[src/rtl/fb_pkg.sv]
`timescale 1ns/1ps
`default_nettype none
// ============================================================================
//  Module      : fb_pkg
//  Description : Shared defaults and state encoding for the framebuffer
//                write sequencer (fb_write_sequencer, fb_fifo).
//  Revision    : 1.0 - initial release
// ============================================================================
package fb_pkg;

    localparam int              DEF_ADDR_W      = 19;
    localparam int              DEF_DATA_W      = 12;
    localparam int              DEF_FIFO_DEPTH  = 8;
    localparam int              DEF_FB_WORDS    = 480000;
    localparam logic [11:0]     DEF_CLEAR_COLOR = 12'h000;

    // IDLE: buffer empty, DRAIN: buffer non-empty, CLEAR: full-screen sweep
    typedef enum logic [1:0] {
        IDLE  = 2'd0,
        DRAIN = 2'd1,
        CLEAR = 2'd2
    } fb_state_t;

endpackage
`default_nettype wire

[src/rtl/fb_fifo.sv]
`timescale 1ns/1ps
`default_nettype none
// ============================================================================
//  Module      : fb_fifo
//  Description : Synchronous FIFO with flush. DEPTH must be a power of two so
//                the pointers wrap naturally. Head is presented combinationally.
//  Revision    : 1.0 - initial release
// ============================================================================
module fb_fifo #(
    parameter int DEPTH = 8,
    parameter int WIDTH = 31
) (
    input  logic                           clk,
    input  logic                           rst_n,
    input  logic                           push,
    input  logic                           pop,
    input  logic                           flush,
    input  logic [WIDTH-1:0]               wr_data,
    output logic [WIDTH-1:0]               rd_data,
    output logic                           full,
    output logic                           empty,
    output logic [$clog2(DEPTH+1)-1:0]     count
);

    localparam int PTR_W = $clog2(DEPTH);
    localparam int OCC_W = $clog2(DEPTH+1);

    logic [WIDTH-1:0] r_mem [DEPTH];
    logic [PTR_W-1:0] r_wr_ptr;
    logic [PTR_W-1:0] r_rd_ptr;
    logic [OCC_W-1:0] r_count;
    logic             w_push;
    logic             w_pop;

    // Flush wins over both operations; overflow/underflow requests are ignored
    assign w_push  = push && !full  && !flush;
    assign w_pop   = pop  && !empty && !flush;
    assign full    = (r_count == OCC_W'(DEPTH));
    assign empty   = (r_count == '0);
    assign count   = r_count;
    assign rd_data = r_mem[r_rd_ptr];

    // Storage array, written on accepted push only
    always_ff @(posedge clk) begin
        if (w_push) begin
            r_mem[r_wr_ptr] <= wr_data;
        end
    end

    // Pointer and occupancy bookkeeping
    always_ff @(posedge clk or negedge rst_n) begin
        if (!rst_n) begin
            r_wr_ptr <= '0;
            r_rd_ptr <= '0;
            r_count  <= '0;
        end else if (flush) begin
            r_wr_ptr <= '0;
            r_rd_ptr <= '0;
            r_count  <= '0;
        end else begin
            if (w_push) r_wr_ptr <= r_wr_ptr + PTR_W'(1);
            if (w_pop)  r_rd_ptr <= r_rd_ptr + PTR_W'(1);
            case ({w_push, w_pop})
                2'b10:   r_count <= r_count + OCC_W'(1);
                2'b01:   r_count <= r_count - OCC_W'(1);
                default: r_count <= r_count;
            endcase
        end
    end

endmodule
`default_nettype wire

[src/rtl/fb_write_sequencer.sv]
`timescale 1ns/1ps
`default_nettype none
// ============================================================================
//  Module      : fb_write_sequencer
//  Description : Turns the drawing-stage pixel stream into one-per-cycle
//                framebuffer writes: drops transparent pixels, buffers bursts,
//                and runs the full-screen clear sweep on clear_req.
//                Optional macro FB_SEQ_DEDUP_EN suppresses a popped write that
//                repeats the last issued (addr, data) pair.
//  Revision    : 1.0 - initial release
// ============================================================================
module fb_write_sequencer
    import fb_pkg::*;
#(
    parameter int                ADDR_W      = DEF_ADDR_W,
    parameter int                DATA_W      = DEF_DATA_W,
    parameter int                FIFO_DEPTH  = DEF_FIFO_DEPTH,
    parameter int                FB_WORDS    = DEF_FB_WORDS,
    parameter logic [DATA_W-1:0] CLEAR_COLOR = DATA_W'(DEF_CLEAR_COLOR)
) (
    input  logic              clk,
    input  logic              rst_n,
    input  logic              clear_req,
    input  logic              in_valid,
    input  logic [ADDR_W-1:0] in_addr,
    input  logic [DATA_W-1:0] in_data,
    output logic              in_ready,
    output logic              fb_we,
    output logic [ADDR_W-1:0] fb_addr,
    output logic [DATA_W-1:0] fb_data,
    output logic              busy,
    output logic [7:0]        drop_cnt
);

    localparam int ENTRY_W = ADDR_W + DATA_W;
    localparam int OCC_W   = $clog2(FIFO_DEPTH+1);
    // One extra count value marks "sweep finished" so the state stays in
    // CLEAR through the last write cycle and in_ready rises the cycle after
    localparam int CNT_W   = $clog2(FB_WORDS+1);

    fb_state_t          r_state;
    logic [CNT_W-1:0]   r_sweep;

    logic               w_full;
    logic               w_empty;
    logic [OCC_W-1:0]   w_count;
    logic [ENTRY_W-1:0] w_head;
    logic               w_clearing;
    logic               w_nonzero;
    logic               w_push;
    logic               w_pop;
    logic               w_drop;
    logic               w_sweep_done;
    logic               w_nonempty_next;
    logic               w_dup;

    assign w_clearing   = (r_state == CLEAR);
    assign in_ready     = !w_full && !w_clearing;
    assign w_nonzero    = (in_data != '0);
    assign w_push       = in_valid && in_ready && w_nonzero && !clear_req;
    assign w_pop        = !w_empty && !w_clearing && !clear_req;
    // A write arriving with clear_req is lost even when in_ready is high
    assign w_drop       = in_valid && w_nonzero && (!in_ready || clear_req);
    assign w_sweep_done = (r_sweep == CNT_W'(FB_WORDS));
    assign w_nonempty_next = w_push || (w_count > OCC_W'(1)) ||
                             ((w_count == OCC_W'(1)) && !w_pop);

    fb_fifo #(
        .DEPTH (FIFO_DEPTH),
        .WIDTH (ENTRY_W)
    ) u_fifo (
        .clk     (clk),
        .rst_n   (rst_n),
        .push    (w_push),
        .pop     (w_pop),
        .flush   (clear_req),
        .wr_data ({in_addr, in_data}),
        .rd_data (w_head),
        .full    (w_full),
        .empty   (w_empty),
        .count   (w_count)
    );

`ifdef FB_SEQ_DEDUP_EN
    logic               r_last_vld;
    logic [ENTRY_W-1:0] r_last;

    // Remember the last popped entry; forgotten on clear
    always_ff @(posedge clk or negedge rst_n) begin
        if (!rst_n) begin
            r_last_vld <= 1'b0;
            r_last     <= '0;
        end else if (clear_req) begin
            r_last_vld <= 1'b0;
        end else if (w_pop) begin
            r_last_vld <= 1'b1;
            r_last     <= w_head;
        end
    end

    assign w_dup = r_last_vld && (r_last == w_head);
`else
    assign w_dup = 1'b0;
`endif

    // Main sequencer: state, sweep counter and registered write port
    always_ff @(posedge clk or negedge rst_n) begin
        if (!rst_n) begin
            r_state <= IDLE;
            r_sweep <= '0;
            fb_we   <= 1'b0;
            fb_addr <= '0;
            fb_data <= '0;
            busy    <= 1'b0;
        end else begin
            fb_we <= 1'b0;
            if (clear_req) begin
                // A restart keeps busy asserted; a fresh clear raises it next cycle
                r_state <= CLEAR;
                r_sweep <= '0;
                busy    <= w_clearing;
            end else begin
                case (r_state)
                    CLEAR: begin
                        if (w_sweep_done) begin
                            r_state <= IDLE;
                            busy    <= 1'b0;
                        end else begin
                            fb_we   <= 1'b1;
                            fb_addr <= ADDR_W'(r_sweep);
                            fb_data <= CLEAR_COLOR;
                            busy    <= 1'b1;
                            r_sweep <= r_sweep + CNT_W'(1);
                        end
                    end
                    default: begin
                        r_state <= w_nonempty_next ? DRAIN : IDLE;
                        if (w_pop && !w_dup) begin
                            fb_we   <= 1'b1;
                            fb_addr <= w_head[ENTRY_W-1:DATA_W];
                            fb_data <= w_head[DATA_W-1:0];
                        end
                    end
                endcase
            end
        end
    end

    // Saturating count of lost non-transparent writes
    always_ff @(posedge clk or negedge rst_n) begin
        if (!rst_n) begin
            drop_cnt <= '0;
        end else if (w_drop && (drop_cnt != 8'hFF)) begin
            drop_cnt <= drop_cnt + 8'd1;
        end
    end

endmodule
`default_nettype wire

[config.mk]
export PLATFORM = sky130hd
export DESIGN_NAME = fb_write_sequencer
export DESIGN_NICKNAME = d
export VERILOG_FILES = /design/src/rtl/fb_pkg.sv /design/src/rtl/fb_fifo.sv /design/src/rtl/fb_write_sequencer.sv
export SDC_FILE = /design/constraint.sdc
export NUM_CORES = 1
export LEC_CHECK = 0
export ABC_AREA = 1
export BUFFER_PORTS_ARGS = -buffer_cell sky130_fd_sc_hd__buf_2
export CAP_MARGIN = 20
export CORE_UTILIZATION = 38
export CTS_BUF_LIST = sky130_fd_sc_hd__clkbuf_16
export CTS_CLUSTER_SIZE = 10
export DETAILED_ROUTE_END_ITERATION = 7
export HOLD_SLACK_MARGIN = 0.12
export MAX_ROUTING_LAYER = met4
export PLACE_DENSITY_LB_ADDON = 0.15
export SLEW_MARGIN = 40
export SYNTH_ARGS = -nofsm -noshare
export SYNTH_HDL_FRONTEND = slang
export SYNTH_SLANG_ARGS = --single-unit
[constraint.sdc]
create_clock -name clk -period 8.6 [get_ports clk]
set_input_delay 1.29 -clock clk [delete_from_list [all_inputs] [get_ports clk]]
set_output_delay 1.29 -clock clk [all_outputs]
set_load 0.005 [all_outputs]
==> results <==
- The count of port buffers added during placement is 76.
- The pin slew with the least headroom to its limit is 740 ps.
- Of the available clock period, the critical path in the final layout requires 0.389.
- The global-route met1 utilization is 0.261.
- The number of gates given a new drive strength after cts is 0.
- The top cell types in the final layout, fill and taps aside, are sky130_fd_sc_hd__nand2_1, sky130_fd_sc_hd__edfxtp_1, sky130_fd_sc_hd__nor2_1.
- In the synthesized netlist the async set-or-reset flop fraction comes to 0.225.
- The HPWL reported at the end of detailed placement is 19.4 mm.
- The number of DRC violations after detailed-routing iteration 0 is 633.
- Leaving out fill and tap cells, the most frequent cell in the layout is sky130_fd_sc_hd__nand2_1.
- The all-layer global routing usage is 0.194.
- The floorplan step defined a die boundary enclosing 0.0361 mm^2.
- The mean routed wirelength per cell is 18.6 um.
- The post-layout utilization of the core is 0.449.
- For this configuration, the core starts out at a cell density of 0.388.
- TritonCTS built the clock tree.
- The detail route stage leaves a number of antenna-violating nets equal to 0.
- Dividing total power by cell area gives a power density of 282 mW/mm^2.
- Measured against its own limit, the worst slew margin works out to 0.507.
- Setup repair after global routing left no endpoint under its margin.
- The via total after detailed routing is 8955.
- The clock insertion delay at the later pin of the skew report is 530 ps.
- The initial antenna violation count is 2.
- Derived from the worst setup path, the maximum achievable clock frequency is 299 MHz.
- The length of the first detailed-routing pass in iterations is 5.
- The post-synthesis net count is 1271.
- The number of global-route vias before repair is 8673.
- The global-route wire length before repair is 51.2 mm.
- The final sum of negative setup slack is 0 ps.
- The register bit total from synthesis is 320.
- The number of H-tree levels is 2.
- For this run, the number of Yosys warnings is 0.
- Among all flip-flop cells after synthesis, the most frequent one is sky130_fd_sc_hd__edfxtp_1.
- The met3 usage in global routing is 0.0384.
- The class of the tightest hold or removal check is register to register.
- The startpoint type of the worst setup path is an input port.
- In this run the horizontal extent of the chip is 190 um.
- The buffer count from post-CTS setup fixing is 0.
- The net total in the final layout is 1344.
- In the routed design, unresolved DRC markers number 0.
- The setup clock skew after layout is 12.7 ps.
- The number of enable-type register cells in the synthesized netlist is 248.
- The met2 demand-to-capacity share in global routing is 0.299.
- The placeable core area is 0.0346 mm^2.
- In this run, post-CTS hold repair placed 0 buffers.
- Entering global routing, the biggest net connects 91 pins.
- The synthesized netlist contains 36 unique library cells.
- The aggregate routed wire length is 33.1 mm.
- The cell at the root of the clock tree is sky130_fd_sc_hd__clkbuf_16.
- Along the worst path, the maximum fanout reaches 17.
- IR analysis of the VDD net gives a maximum drop of 0.000187 V.
- The global routing stage identified its most utilized layer as met2.
- The area of the mapped netlist is 0.0134 mm^2.
- After detailed placement, the total cell area comes to 0.0144 mm^2.
- The total CTS buffers is 38.
- For this run, the register share of the synthesized area comes to 0.688.
- The final count of pins violating max slew is 0.
- 77 I/O pins were placed.
- The total count of hold-check failures in the final report is 0.
- From bottom edge to top edge, the die measures 190 um.
- Averaged over all synthesized cells, the footprint is 10.9 um^2.
- The data required time of the worst path is 8790 ps.
- The mean number of vias per cell is 5.02.
- The flow ran to the end, and the final reports show no timing, DRC or antenna violations.
- For this run the aggregate overflow at the end of global routing stands at 0.
- The arrival time of data at the critical path endpoint is 3530 ps.
- The category of the most critical setup path is input port to register.
- The cell area after layout is 0.0156 mm^2.
- Across the run, the number of max-cap violations was 0.
- The post-layout minimum cycle time is 3340 ps.
- Clock-pin slew was measured on the worst setup and hold paths at 50 ps.
- The share of cells above drive strength 1 is 0.128.
- The layout has 3263 filler cells.
- The analysis attributes to cell leakage a power of 5.96 nW.
- The area added between synthesis and finish is 15.8%.
- The clock passes through at most 3 buffers.
- The number of placement rows is 68.
- The TritonCTS sink count is 320.
- The kind of end point of the critical path is a register.
- The cell count after synthesis came out at 1227.
- Setup violations remaining at the end of the flow were counted as 0.
- The last weighted congestion value of the routability-driven placer is 0.857.
==> worst max-delay path, cell delays in order <==
cell	delay, ps
sky130_fd_sc_hd__buf_2	170
sky130_fd_sc_hd__nor2_1	60
sky130_fd_sc_hd__and2_0	160
sky130_fd_sc_hd__nand2_1	200
sky130_fd_sc_hd__nand3_2	240
sky130_fd_sc_hd__inv_1	170
sky130_fd_sc_hd__nand2_1	240
sky130_fd_sc_hd__nor2_4	530
sky130_fd_sc_hd__buf_4	440
==> final cells by class <==
type                    count  area, um^2  share of cell area
diodes                      1        2.50            0.000161
clock buffers              39         976              0.0627
clock inverters            30         139             0.00893
inverters                  45         175              0.0113
multi-input cells         800        3790               0.243
flip-flops and latches    320        9250               0.595
well taps                 455         569              0.0366
repair buffers             95         652              0.0419
==> metal layers <==
layer	vias to the layer above	part of all wire	routed length, um
met4	0	0.019	614
met3	46	0.050	1650
met2	199	0.46	15200
li1	4402	-	-
met1	4308	0.47	15700
met5	-	0	0
==> final timing paths <==
path | startpoint | endpoint | slack, ps | depth (start not counted)
max | in_data[11] | u_fifo.r_mem[2][5] | 5260 | 9
min | fb_addr[4] | fb_addr[4] | 470 | 2
max reg2reg | r_state[1] | u_fifo.r_mem[2][5] | 5310 | 9
min reg2reg | fb_addr[4] | fb_addr[4] | 470 | 2
max in group asynchronous | rst_n | u_fifo.r_rd_ptr[0] | 6860 | 2
min in group asynchronous | rst_n | fb_addr[10] | 660 | 1
==> power by group <==
group | switching, W | internal, W
logic | 0.000715 | 0.000340
registers | 0.000120 | 0.00179
clock network | 0.000605 | 0.000817
total | 0.00144 | 0.00295
==> Yosys cell counts (3+ instances only) <==
| library cell | number | share of area |
|---|---|---|
| sky130_fd_sc_hd__buf_1 | 7 | 0.0020 |
| sky130_fd_sc_hd__nand3_2 | 3 | 0.0022 |
| sky130_fd_sc_hd__nor3_1 | 11 | 0.0041 |
| sky130_fd_sc_hd__nand2_1 | 270 | 0.075 |
| sky130_fd_sc_hd__nor2_2 | 3 | 0.0014 |
| sky130_fd_sc_hd__edfxtp_1 | 248 | 0.55 |
| sky130_fd_sc_hd__a21oi_1 | 5 | 0.0019 |
| sky130_fd_sc_hd__inv_1 | 37 | 0.010 |
| sky130_fd_sc_hd__o211ai_1 | 24 | 0.013 |
| sky130_fd_sc_hd__dfrtp_1 | 72 | 0.13 |
| sky130_fd_sc_hd__xor2_1 | 11 | 0.0072 |
| sky130_fd_sc_hd__xnor2_1 | 9 | 0.0059 |
| sky130_fd_sc_hd__nand4_1 | 11 | 0.0051 |
| sky130_fd_sc_hd__nor2_1 | 190 | 0.053 |
| sky130_fd_sc_hd__inv_2 | 6 | 0.0017 |
| sky130_fd_sc_hd__clkbuf_1 | 22 | 0.0061 |
| sky130_fd_sc_hd__ha_1 | 9 | 0.0084 |
| sky130_fd_sc_hd__o21ai_0 | 112 | 0.042 |
| sky130_fd_sc_hd__o22ai_1 | 6 | 0.0028 |
| sky130_fd_sc_hd__buf_2 | 30 | 0.011 |
| sky130_fd_sc_hd__a31oi_1 | 12 | 0.0056 |
| sky130_fd_sc_hd__or2_2 | 5 | 0.0023 |
| sky130_fd_sc_hd__nand3_1 | 109 | 0.041 |
==> through the flow <==
step	setup WS, ps	power [W]	cells	hold WS (ps)
6_report	5260	0.00439	1785	473
5_1_grt	5080	0.00464	1785	495
4_1_cts	5230	0.00444	1784	476
3_5_place_dp	4680	0.00301	1715	461
3_3_place_gp	4690	0.00299	1707	458
2_1_floorplan	4880	0.00263	1227	472
==> flip-flops by register name (all words and copies together), names as in the netlist <==
name             cells
u_fifo.r_rd_ptr      3
r_state              2
r_sweep             19
fb_addr             19
u_fifo.r_mem       248
u_fifo.count         4
fb_we                1
u_fifo.r_wr_ptr      3
busy                 1
fb_data             12
drop_cnt             8
==> kinds of logic (layout without fill, tap and decap cells) <==
| logic type | after synthesis | in the layout | share of synthesized area |
|---|---|---|---|
| simple gates | 609 | 609 | 0.189 |
| flops | 320 | 320 | 0.688 |
| compound gates | 162 | 162 | 0.0669 |
| buf+inv | 107 | 209 | 0.0343 |
| xor+xnor | 20 | 20 | 0.0130 |
| fa+ha+maj | 9 | 9 | 0.00838 |
| other cells | 0 | 1 | 0 |
Note: power is estimated with default switching activity, not from simulation.
